===== src/rtl/vga_timing_pkg.sv =====
// 640x480@60 raster timing defaults and shared types
// for the VGA frame sequencer.
package vga_timing_pkg;

  localparam int DEF_CLK_DIV   = 2;

  localparam int DEF_H_VISIBLE = 640;
  localparam int DEF_H_FP      = 16;
  localparam int DEF_H_SYNC    = 96;
  localparam int DEF_H_BP      = 48;

  localparam int DEF_V_VISIBLE = 480;
  localparam int DEF_V_FP      = 10;
  localparam int DEF_V_SYNC    = 2;
  localparam int DEF_V_BP      = 33;

  localparam int H_TOTAL =
    DEF_H_VISIBLE + DEF_H_FP + DEF_H_SYNC + DEF_H_BP;
  localparam int V_TOTAL =
    DEF_V_VISIBLE + DEF_V_FP + DEF_V_SYNC + DEF_V_BP;

  localparam int HSYNC_START = DEF_H_VISIBLE + DEF_H_FP;
  localparam int HSYNC_END   = HSYNC_START + DEF_H_SYNC;
  localparam int VSYNC_START = DEF_V_VISIBLE + DEF_V_FP;
  localparam int VSYNC_END   = VSYNC_START + DEF_V_SYNC;

  typedef enum logic {
    IDLE,
    ACK
  } swap_state_t;

endpackage


===== src/rtl/vga_frame_sequencer_mod_counter.sv =====
// Enabled modulo counter; wrap flags the enabled
// cycle in which the count returns to zero.
module mod_counter #(
  parameter int WIDTH   = 10,
  parameter int MODULUS = 800
) (
  input  logic             clk,
  input  logic             reset,
  input  logic             en,
  output logic [WIDTH-1:0] count,
  output logic             wrap
);

  localparam logic [WIDTH-1:0] LAST = WIDTH'(MODULUS - 1);

  assign wrap = en && (count == LAST);

  always_ff @(posedge clk or posedge reset) begin
    if (reset) begin
      count <= '0;
    end else if (en) begin
      count <= wrap ? '0 : count + WIDTH'(1);
    end
  end

endmodule


===== src/rtl/vga_frame_sequencer.sv =====
// Raster counters, sync decode and ping-pong buffer
// swap committed at the start of vertical blanking.
module vga_frame_sequencer
  import vga_timing_pkg::*;
#(
  parameter int CLK_DIV   = DEF_CLK_DIV,
  parameter int H_VISIBLE = DEF_H_VISIBLE,
  parameter int H_FP      = DEF_H_FP,
  parameter int H_SYNC    = DEF_H_SYNC,
  parameter int H_BP      = DEF_H_BP,
  parameter int V_VISIBLE = DEF_V_VISIBLE,
  parameter int V_FP      = DEF_V_FP,
  parameter int V_SYNC    = DEF_V_SYNC,
  parameter int V_BP      = DEF_V_BP
) (
  input  logic       clk,
  input  logic       reset,
  input  logic       swap_req,
  output logic [9:0] hc,
  output logic [9:0] vc,
  output logic       hsync,
  output logic       vsync,
  output logic       video_on,
  output logic       pix_tick,
  output logic       write_to_two,
  output logic       swap_ack,
  output logic       frame_start,
  output logic [7:0] frame_count
);

  localparam int HT  = H_VISIBLE + H_FP + H_SYNC + H_BP;
  localparam int VT  = V_VISIBLE + V_FP + V_SYNC + V_BP;
  localparam int HSB = H_VISIBLE + H_FP;
  localparam int HSE = HSB + H_SYNC;
  localparam int VSB = V_VISIBLE + V_FP;
  localparam int VSE = VSB + V_SYNC;
  localparam int DW  = (CLK_DIV > 1) ? $clog2(CLK_DIV) : 1;

  logic [DW-1:0] div_cnt;
  logic          div_wrap;
  logic          div_unused;
  logic          h_wrap;
  logic          v_wrap;

  mod_counter #(.WIDTH(DW), .MODULUS(CLK_DIV)) u_div (
    .clk   (clk),
    .reset (reset),
    .en    (1'b1),
    .count (div_cnt),
    .wrap  (div_wrap)
  );

  assign div_unused = ^div_cnt;
  // With CLK_DIV=1 the divider sits on its last value
  // even in reset, so the strobe is gated explicitly.
  assign pix_tick = div_wrap & ~reset;

  mod_counter #(.WIDTH(10), .MODULUS(HT)) u_hc (
    .clk   (clk),
    .reset (reset),
    .en    (pix_tick),
    .count (hc),
    .wrap  (h_wrap)
  );

  mod_counter #(.WIDTH(10), .MODULUS(VT)) u_vc (
    .clk   (clk),
    .reset (reset),
    .en    (h_wrap),
    .count (vc),
    .wrap  (v_wrap)
  );

  logic [9:0] hc_n;
  logic [9:0] vc_n;

  always_comb begin
    hc_n = hc;
    vc_n = vc;
    if (h_wrap) begin
      hc_n = '0;
    end else if (pix_tick) begin
      hc_n = hc + 10'd1;
    end
    if (v_wrap) begin
      vc_n = '0;
    end else if (h_wrap) begin
      vc_n = vc + 10'd1;
    end
  end

  always_ff @(posedge clk or posedge reset) begin
    if (reset) begin
      hsync       <= 1'b1;
      vsync       <= 1'b1;
      video_on    <= 1'b1;
      frame_start <= 1'b0;
    end else begin
      hsync <= !((hc_n >= 10'(HSB)) && (hc_n < 10'(HSE)));
      vsync <= !((vc_n >= 10'(VSB)) && (vc_n < 10'(VSE)));
      video_on <= (hc_n < 10'(H_VISIBLE))
               && (vc_n < 10'(V_VISIBLE));
      frame_start <= v_wrap;
    end
  end

  swap_state_t state;
  swap_state_t state_n;
  logic        swap_pt;
  logic        take;

  assign swap_pt = h_wrap && (vc == 10'(V_VISIBLE - 1));

  always_comb begin
    state_n = state;
    take    = 1'b0;
    unique case (state)
      IDLE: begin
        if (swap_pt && swap_req) begin
          state_n = ACK;
          take    = 1'b1;
        end
      end
      ACK: state_n = IDLE;
    endcase
  end

  always_ff @(posedge clk or posedge reset) begin
    if (reset) begin
      state        <= IDLE;
      write_to_two <= 1'b0;
      frame_count  <= '0;
    end else begin
      state <= state_n;
      if (take) begin
        write_to_two <= ~write_to_two;
        frame_count  <= frame_count + 8'd1;
      end
    end
  end

  assign swap_ack = (state == ACK);

endmodule


===== config.mk =====
export PLATFORM = sky130hd
export DESIGN_NAME = vga_frame_sequencer
export DESIGN_NICKNAME = d
export VERILOG_FILES = /design/src/rtl/vga_timing_pkg.sv /design/src/rtl/vga_frame_sequencer_mod_counter.sv /design/src/rtl/vga_frame_sequencer.sv
export SDC_FILE = /design/constraint.sdc
export NUM_CORES = 1
export LEC_CHECK = 0
export ABC_AREA = 1
export ABC_CLOCK_PERIOD_IN_PS = 2700
export BUFFER_PORTS_ARGS = -buffer_cell sky130_fd_sc_hd__buf_4
export CAP_MARGIN = 20
export CORE_MARGIN = 2
export CORE_UTILIZATION = 35
export CTS_BUF_LIST = sky130_fd_sc_hd__clkbuf_4
export CTS_CLUSTER_DIAMETER = 40
export DETAILED_ROUTE_END_ITERATION = 8
export PLACE_DENSITY = 0.51
export SETUP_SLACK_MARGIN = 0.2
export SLEW_MARGIN = 30
export SYNTH_ARGS = -nofsm -noshare
export SYNTH_HDL_FRONTEND = slang
export SYNTH_HIERARCHICAL = 1
export SYNTH_SLANG_ARGS = --single-unit

===== constraint.sdc =====
create_clock -name clk -period 2.7 [get_ports clk]
set_input_delay 0.135 -clock clk [delete_from_list [all_inputs] [get_ports clk]]
set_output_delay 0.135 -clock clk [all_outputs]
set_load 0.005 [all_outputs]

==> flow_summary.toml, run 1 <==
[run_status]
status = "completed"

[global_routing]
grt_max_degree = 16
grt_usage_pct = 15.5
grt_pass1_wl_mm = 9.45
grt-ovfl-total = 0
grt_pass1_vias = 2046
antenna_found_initial = 0

[setup_path]
end_kind = "flop"
cp_max_fo = 7
start_kind = "flop"
critPathKind = "flop to flop"
reg2reg_slack_ps = 540
cp.arrival_ps = 2440
worst_r2r_endpoint = "video_on$_DFF_PP1_"
reg2reg_depth = 18
rr_startpoint = "u_div/count$_DFFE_PP0P_"
required_ps = 2980

[timing]
slew_violations = 0
whs_ps = 201
fmax_mhz = 463
hold_violations = 0
finClkSkew_ps = 13.7
period_minus_slack_ps = 2160
setup_tns_ps = 0
fin_crit_sh_pct = 80.1
rsz0062_at_grt = "no"
finalSetupViolations = 0

[synthesis]
ys.flop_type = "dfrtp_1"
synth_area_um2 = 2420
synthCells = 348
synth_edf_count = 0
synth-async-reset-ratio_pct = 100
ys_ff_latch = 35
synth-warning-count = 6
avgSynthCellArea_um2 = 6.96
synthDistinctLibCells = 30
synth_seq_area_share_pct = 36.3
synth.top_cell.area_share_pct = 33.1
synth_area_leaders = "dfrtp_1 (33%), nand2_1 (15%), inv_1 (9.8%)"
yosysTopAreaCell = "dfrtp_1"

[finish]
finalInstanceArea_um2 = 2920
syn_to_final_growth_pct = 20.6
antenna_cells = 0
drive_above_1_share_pct = 20.6
nets = 406

[placement]
place.gp.congestion = 0.792
dpl_cell_area_um2 = 2820
hpwl_mm = 4.15
io_buffer_count = 37

[floorplanning]
fp.dieArea_um2 = 7600
core_um2 = 6760
io_pins = 38
start_util_pct = 35.8
rows = 30
die_y_um = 87.2
die_w_um = 87.2

[route]
detail_route.first_pass.iterations = 4
drt-initial-drc-count = 108
routed_wl_mm = 5.53
vias = 2215
viasPerCell = 4.63
drt-wirelength-per-cell_um = 11.6
drc = 0
postRouteAntennaNets = 0

[hold_path]
hold_path_class = "input pin to asynchronous set/reset pin"

[cts]
clockBufferDepth = 2
postCtsSetupBuffers = 0
clock-root-buffer = "clkbuf_4"
numClockSinks = 35
cts_tree = "built"
numCtsBuffers = 5
clock_latency_ps = 350
clk_pin_slew_ps = 120
htreeDepth = 2

[run]
maxCapViolCount = 0

[power_and_ir_drop]
p_leak_nw = 1.59
power.density_nw_per_um2 = 395
peakVddDrop_v = 0.000208
==> power breakdown <==
| group | switching [mW] | internal [mW] | total, mW | leakage (nW) |
|---|---|---|---|---|
| sequential | 0.0548 | 0.555 | 0.610 | 0.430 |
| clock | 0.196 | 0.195 | 0.391 | 0.0432 |
| combinational | 0.0783 | 0.0726 | 0.151 | 1.12 |
| total | 0.329 | 0.823 | 1.15 | 1.59 |
==> worst max-delay path, stage by stage, from the launching register on <==
cell and delay [ps]:
dfrtp_1 380, nand2_1 60, inv_1 80, inv_1 40, nor2_1 150, nand3_2 150
nor2_4 140, nand4_4 150, inv_4 130, nand2_1 60, nor2_1 100, nand3_1 100
inv_2 120, nor3_1 60, nand2_1 70, a21oi_1 40, nand3_1 100, nand2_1 60
a21oi_1 110
==> kinds of logic after synthesis <==
family | count (synthesis) | share of synthesized area, %
xor+xnor | 14 | 5.06
compound gates | 19 | 4.13
simple gates | 204 | 40.4
flops | 35 | 36.3
buf+inv | 69 | 10.9
fa+ha+maj | 6 | 3.10
other cells | 1 | 0.155
==> timing repair <==
action	CTS	global route
gates resized for setup	0	3
endpoints found under the hold margin	32	0
hold buffers	1	0
endpoints found under the setup margin	0	2
==> how the worst max path moves through the flow <==
stage | start | end
floorplan | u_div/count$_DFFE_PP0P_ | video_on$_DFF_PP1_
global placement | u_div/count$_DFFE_PP0P_ | video_on$_DFF_PP1_
detailed placement | u_div/count$_DFFE_PP0P_ | video_on$_DFF_PP1_
CTS | u_div/count$_DFFE_PP0P_ | video_on$_DFF_PP1_
global route | u_div/count$_DFFE_PP0P_ | video_on$_DFF_PP1_
finish | u_div/count$_DFFE_PP0P_ | video_on$_DFF_PP1_
==> placed cells by master (no fill, tap or decap) <==
cell,n
nand2_1,95
inv_1,62
buf_4,40
nor2_1,35
nand3_1,33
dfrtp_1,32
nand4_1,10
a21oi_1,9
nor2_2,8
xor2_1,8
o21ai_0,7
xnor2_1,6
ha_1,6
nand2_2,5
inv_2,5
clkbuf_4,5
nand3_2,4
nor2_4,4
nor3_1,3
dfstp_2,3
conb_1,3
nor4_2,1
nor3_2,1
nor4_4,1
and3_1,1
o21bai_1,1
o211ai_1,1
nand3b_1,1
clkinv_1,1
inv_6,1
bufinv_16,1
dlygate4sd3_1,1
nand4_4,1
or2_2,1
o21ai_1,1
inv_4,1
==> Yosys cell counts, types with 3 or more instances <==
library cell	n
xnor2_1	6
nor3_1	3
a21oi_1	9
inv_1	63
ha_1	6
nand2_2	5
nand4_1	10
nor2_4	3
o21ai_0	7
inv_2	5
nand2_1	95
nor2_1	35
nor2_2	9
nand3_1	33
xor2_1	8
dfstp_2	3
dfrtp_1	32
nand3_2	4
==> flip-flops by register name (all words and copies together), names as in the netlist <==
signal,count
frame_count,8
frame_start,1
hsync,1
swap_ack,1
u_div/count,1
u_hc/count,10
u_vc/count,10
video_on,1
vsync,1
write_to_two,1
==> final cells by class <==
class | instances | area (um^2)
fillers | 719 | 3840
inverters | 68 | 258
clock buffers | 5 | 37.5
multi-input cells | 246 | 1290
flip-flops and latches | 35 | 880
repair buffers | 41 | 310
clock inverters | 3 | 42.5
well taps | 80 | 100
==> layer usage <==
layer  wire length (um)  up-vias  track usage (%)
met3                218        5             3.32
li1                   -     1170                -
met5                  0        -                0
met2               2510       38             23.5
met4                 46        0             3.78
met1               2750     1002             22.5
==> through the flow <==
step                util [%]  setup WS (ps)  instances  total power, mW
floorplan                  -            250        350            0.691
global placement        41.8            540        469            0.772
detailed placement      41.8            445        469            0.771
CTS                     43.1            417        478             1.17
global route            43.2            203        478             1.23
finish                  43.2            538        478             1.15
Note: power is estimated with default switching activity, not from simulation.
==> run 2, diff against run 1 <==
--- a/config.mk
+++ b/config.mk
@@ -5,8 +5,8 @@
 export SDC_FILE = /design/constraint.sdc
 export NUM_CORES = 1
 export LEC_CHECK = 0
-export ABC_AREA = 1
-export ABC_CLOCK_PERIOD_IN_PS = 2700
+export ABC_AREA = 0
+export ABC_CLOCK_PERIOD_IN_PS = 2250
 export BUFFER_PORTS_ARGS = -buffer_cell sky130_fd_sc_hd__buf_4
 export CAP_MARGIN = 20
 export CORE_MARGIN = 2
@@ -14,7 +14,7 @@
 export CTS_BUF_LIST = sky130_fd_sc_hd__clkbuf_4
 export CTS_CLUSTER_DIAMETER = 40
 export DETAILED_ROUTE_END_ITERATION = 8
-export PLACE_DENSITY = 0.51
+export PLACE_DENSITY = 0.52
 export SETUP_SLACK_MARGIN = 0.2
 export SLEW_MARGIN = 30
 export SYNTH_ARGS = -nofsm -noshare
==> constraint.sdc (replaced) <==
create_clock -name clk -period 2.25 [get_ports clk]
set_input_delay 0.1125 -clock clk [delete_from_list [all_inputs] [get_ports clk]]
set_output_delay 0.1125 -clock clk [all_outputs]
set_load 0.005 [all_outputs]
==> flow_summary.toml, run 2 <==
[run_status]
status = "completed"

[synthesis]
synth_area_leaders = "dfrtp_1 (39%), xnor2_1 (6.4%), xor2_1 (4.3%)"
synthCells = 204
yosysTopAreaCell = "dfrtp_1"
synth_seq_area_share_pct = 43.0
synthDistinctLibCells = 51
avgSynthCellArea_um2 = 10.0
synth_common_cells = "dfrtp_1 (32), nand2_1 (22), xnor2_1 (15), inv_1 (11), nand4_1 (11)"
synth_area_um2 = 2040
ys_ff_latch = 35
synth-warning-count = 6
yosys.cell_count.top_type = "dfrtp_1"
ys.flop_type = "dfrtp_1"
synth.top_cell.area_share_pct = 39.2
synth_edf_count = 0
synth-async-reset-ratio_pct = 100

[timing]
slew_violations = 0
whs_ps = 216
period_minus_slack_ps = 2060
tightest_slew_ps = 547
worst_slew_margin_rel_pct = 63.5
fin_crit_sh_pct = 91.4
rsz0062_at_grt = "yes"
finClkSkew_ps = 12.1
fmax_mhz = 486
finalSetupViolations = 0
finalWorstSetupSlack_ps = 194
hold_violations = 0

[placement]
dpl_cell_area_um2 = 2560
place_ws_ps = 90.0
hpwl_mm = 3.50
place.gp.congestion = 0.811
io_buffer_count = 37

[finish]
antenna_cells = 0
finalInstanceArea_um2 = 2770
syn_to_final_growth_pct = 35.3
top_regs = "u_hc/count x10, u_vc/count x10, frame_count x8"
mostFrequentLayoutCell = "buf_4"
final_cell_mix = "buf_4 (63), dfrtp_1 (28), nand2_1 (22)"
drive_above_1_share_pct = 36.8
nets = 285
final_util_pct = 49.6

[floorplanning]
fp.dieArea_um2 = 6470
core_um2 = 5570
rows = 27
start_util_pct = 36.7
io_pins = 38
die_y_um = 80.4
die_w_um = 80.4

[setup_path]
critPathKind = "flop to flop"
cp.arrival_ps = 2310
end_kind = "flop"
required_ps = 2510
cp_max_fo = 4
cp_common_cell = "nand4_4"
crit_chain = "and2_4, nor2b_4, nand4_4, nor4_4, nand4_4, nor4_2, xnor2_1, nor2_1, a211oi_1"
cp_slowest_cell = "dfrtp_1"
cpPeakStageDelay_ps = 360
start_kind = "flop"

[cts]
clockBufferDepth = 2
clock-root-buffer = "clkbuf_4"
numCtsBuffers = 5
htreeDepth = 2
numClockSinks = 35
clk_pin_slew_ps = 110
cts_tree = "built"
clock_latency_ps = 330

[power_and_ir_drop]
power.density_nw_per_um2 = 523
total_power_mw = 1.45
peakVddDrop_v = 0.000384
p_leak_nw = 1.22

[route]
drt-initial-drc-count = 88
detail_route.first_pass.iterations = 4
drc = 0
drt-wirelength-per-cell_um = 14.0
postRouteAntennaNets = 0
vias = 1770
viasPerCell = 5.07
routed_wl_mm = 4.88

[hold_path]
hold_path_class = "input pin to asynchronous set/reset pin"

[global_routing]
grt_pass1_vias = 1569
grt_pass1_wl_mm = 7.74
grt_max_degree = 20
grt_usage_pct = 15.9
antenna_found_initial = 0
grt-ovfl-total = 0

[run]
maxCapViolCount = 0
[run 2: cell types whose count changed after synthesis, moves of 4 or more]
cell / previous run / this run
nand4b_1: 0 / 5
nor2_1: 35 / 10
nor2_2: 9 / 0
nor3_1: 3 / 7
nand2_1: 95 / 22
xnor2_1: 6 / 15
nand2_2: 5 / 0
inv_2: 5 / 0
nand3_1: 33 / 5
inv_1: 63 / 11
a21oi_1: 9 / 3
nand2b_1: 0 / 4
[run 2: timing repair]
| action | CTS | global route |
|---|---|---|
| gates resized for setup | 1 | 10 |
| setup endpoints to repair | 9 | 19 |
| hold buffers | 1 | 0 |
| hold endpoints to repair | 32 | 0 |
| setup buffers | 2 | 11 |
| pin swaps | 0 | 4 |
[run 2: worst max-delay path, delay by kind of cell (launching register included)]
kind            cells  cell delay [ps]
flops               1              360
compound gates      1              220
simple gates        7             1270
xor+xnor            1              150
[run 2: logic make-up after synthesis]
group / Yosys count / share of synthesized area (%)
AO/OA/AOI/OAI: 34 / 11.2
XOR/XNOR: 25 / 10.7
adder cells (fa/ha/maj): 6 / 3.67
buffers and inverters: 14 / 3.00
flip-flops: 35 / 43.0
multiplexers: 1 / 0.551
other: 1 / 0.183
AND/OR/NAND/NOR: 88 / 27.7
[run 2: metrics by stage]
step / instances / TNS (ps)
CTS: 338 / 0
global route: 349 / 0
global placement: 327 / 0
detailed placement: 327 / 0
finish: 349 / 0
floorplan: 205 / -191
[run 2: worst paths after layout]
check	from	slack, ps	endpoint	cells after the start
max	u_div/count$_DFFE_PP0P_	190	video_on$_DFF_PP1_	9
min	reset	220	u_div/count$_DFFE_PP0P_	3
max reg2reg	u_div/count$_DFFE_PP0P_	190	video_on$_DFF_PP1_	9
min reg2reg	frame_count[7]$_DFFE_PP0P_	480	frame_count[7]$_DFFE_PP0P_	1
max in group asynchronous	reset	1450	hsync$_DFF_PP1_	3
min in group clk	swap_req	290	swap_ack$_DFF_PP0_	4
[run 2: layout make-up]
class                           count  area (um^2)
Multi-Input combinational cell    156         1190
Fill cell                         549         2810
Clock inverter                      2         7.51
Timing Repair Buffer               67          510
Inverter                           11         41.3
Clock buffer                        6         45.0
Tap cell                           72         90.1
Sequential cell                    35          885
[run 2: power breakdown]
part           total [mW]  internal (mW)  switching (mW)
Combinational       0.389          0.193           0.196
Sequential          0.728          0.678          0.0496
Clock               0.329          0.128           0.202
[run 2: metal layers]
| layer | track usage (%) | vias up | part of all wire [%] |
|---|---|---|---|
| li1 | - | 878 | - |
| met1 | 22.9 | 845 | 50 |
| met3 | 3.15 | 10 | 4.1 |
| met5 | 0 | - | 0 |
| met4 | 7.12 | 0 | 2.1 |
| met2 | 22.9 | 37 | 44 |
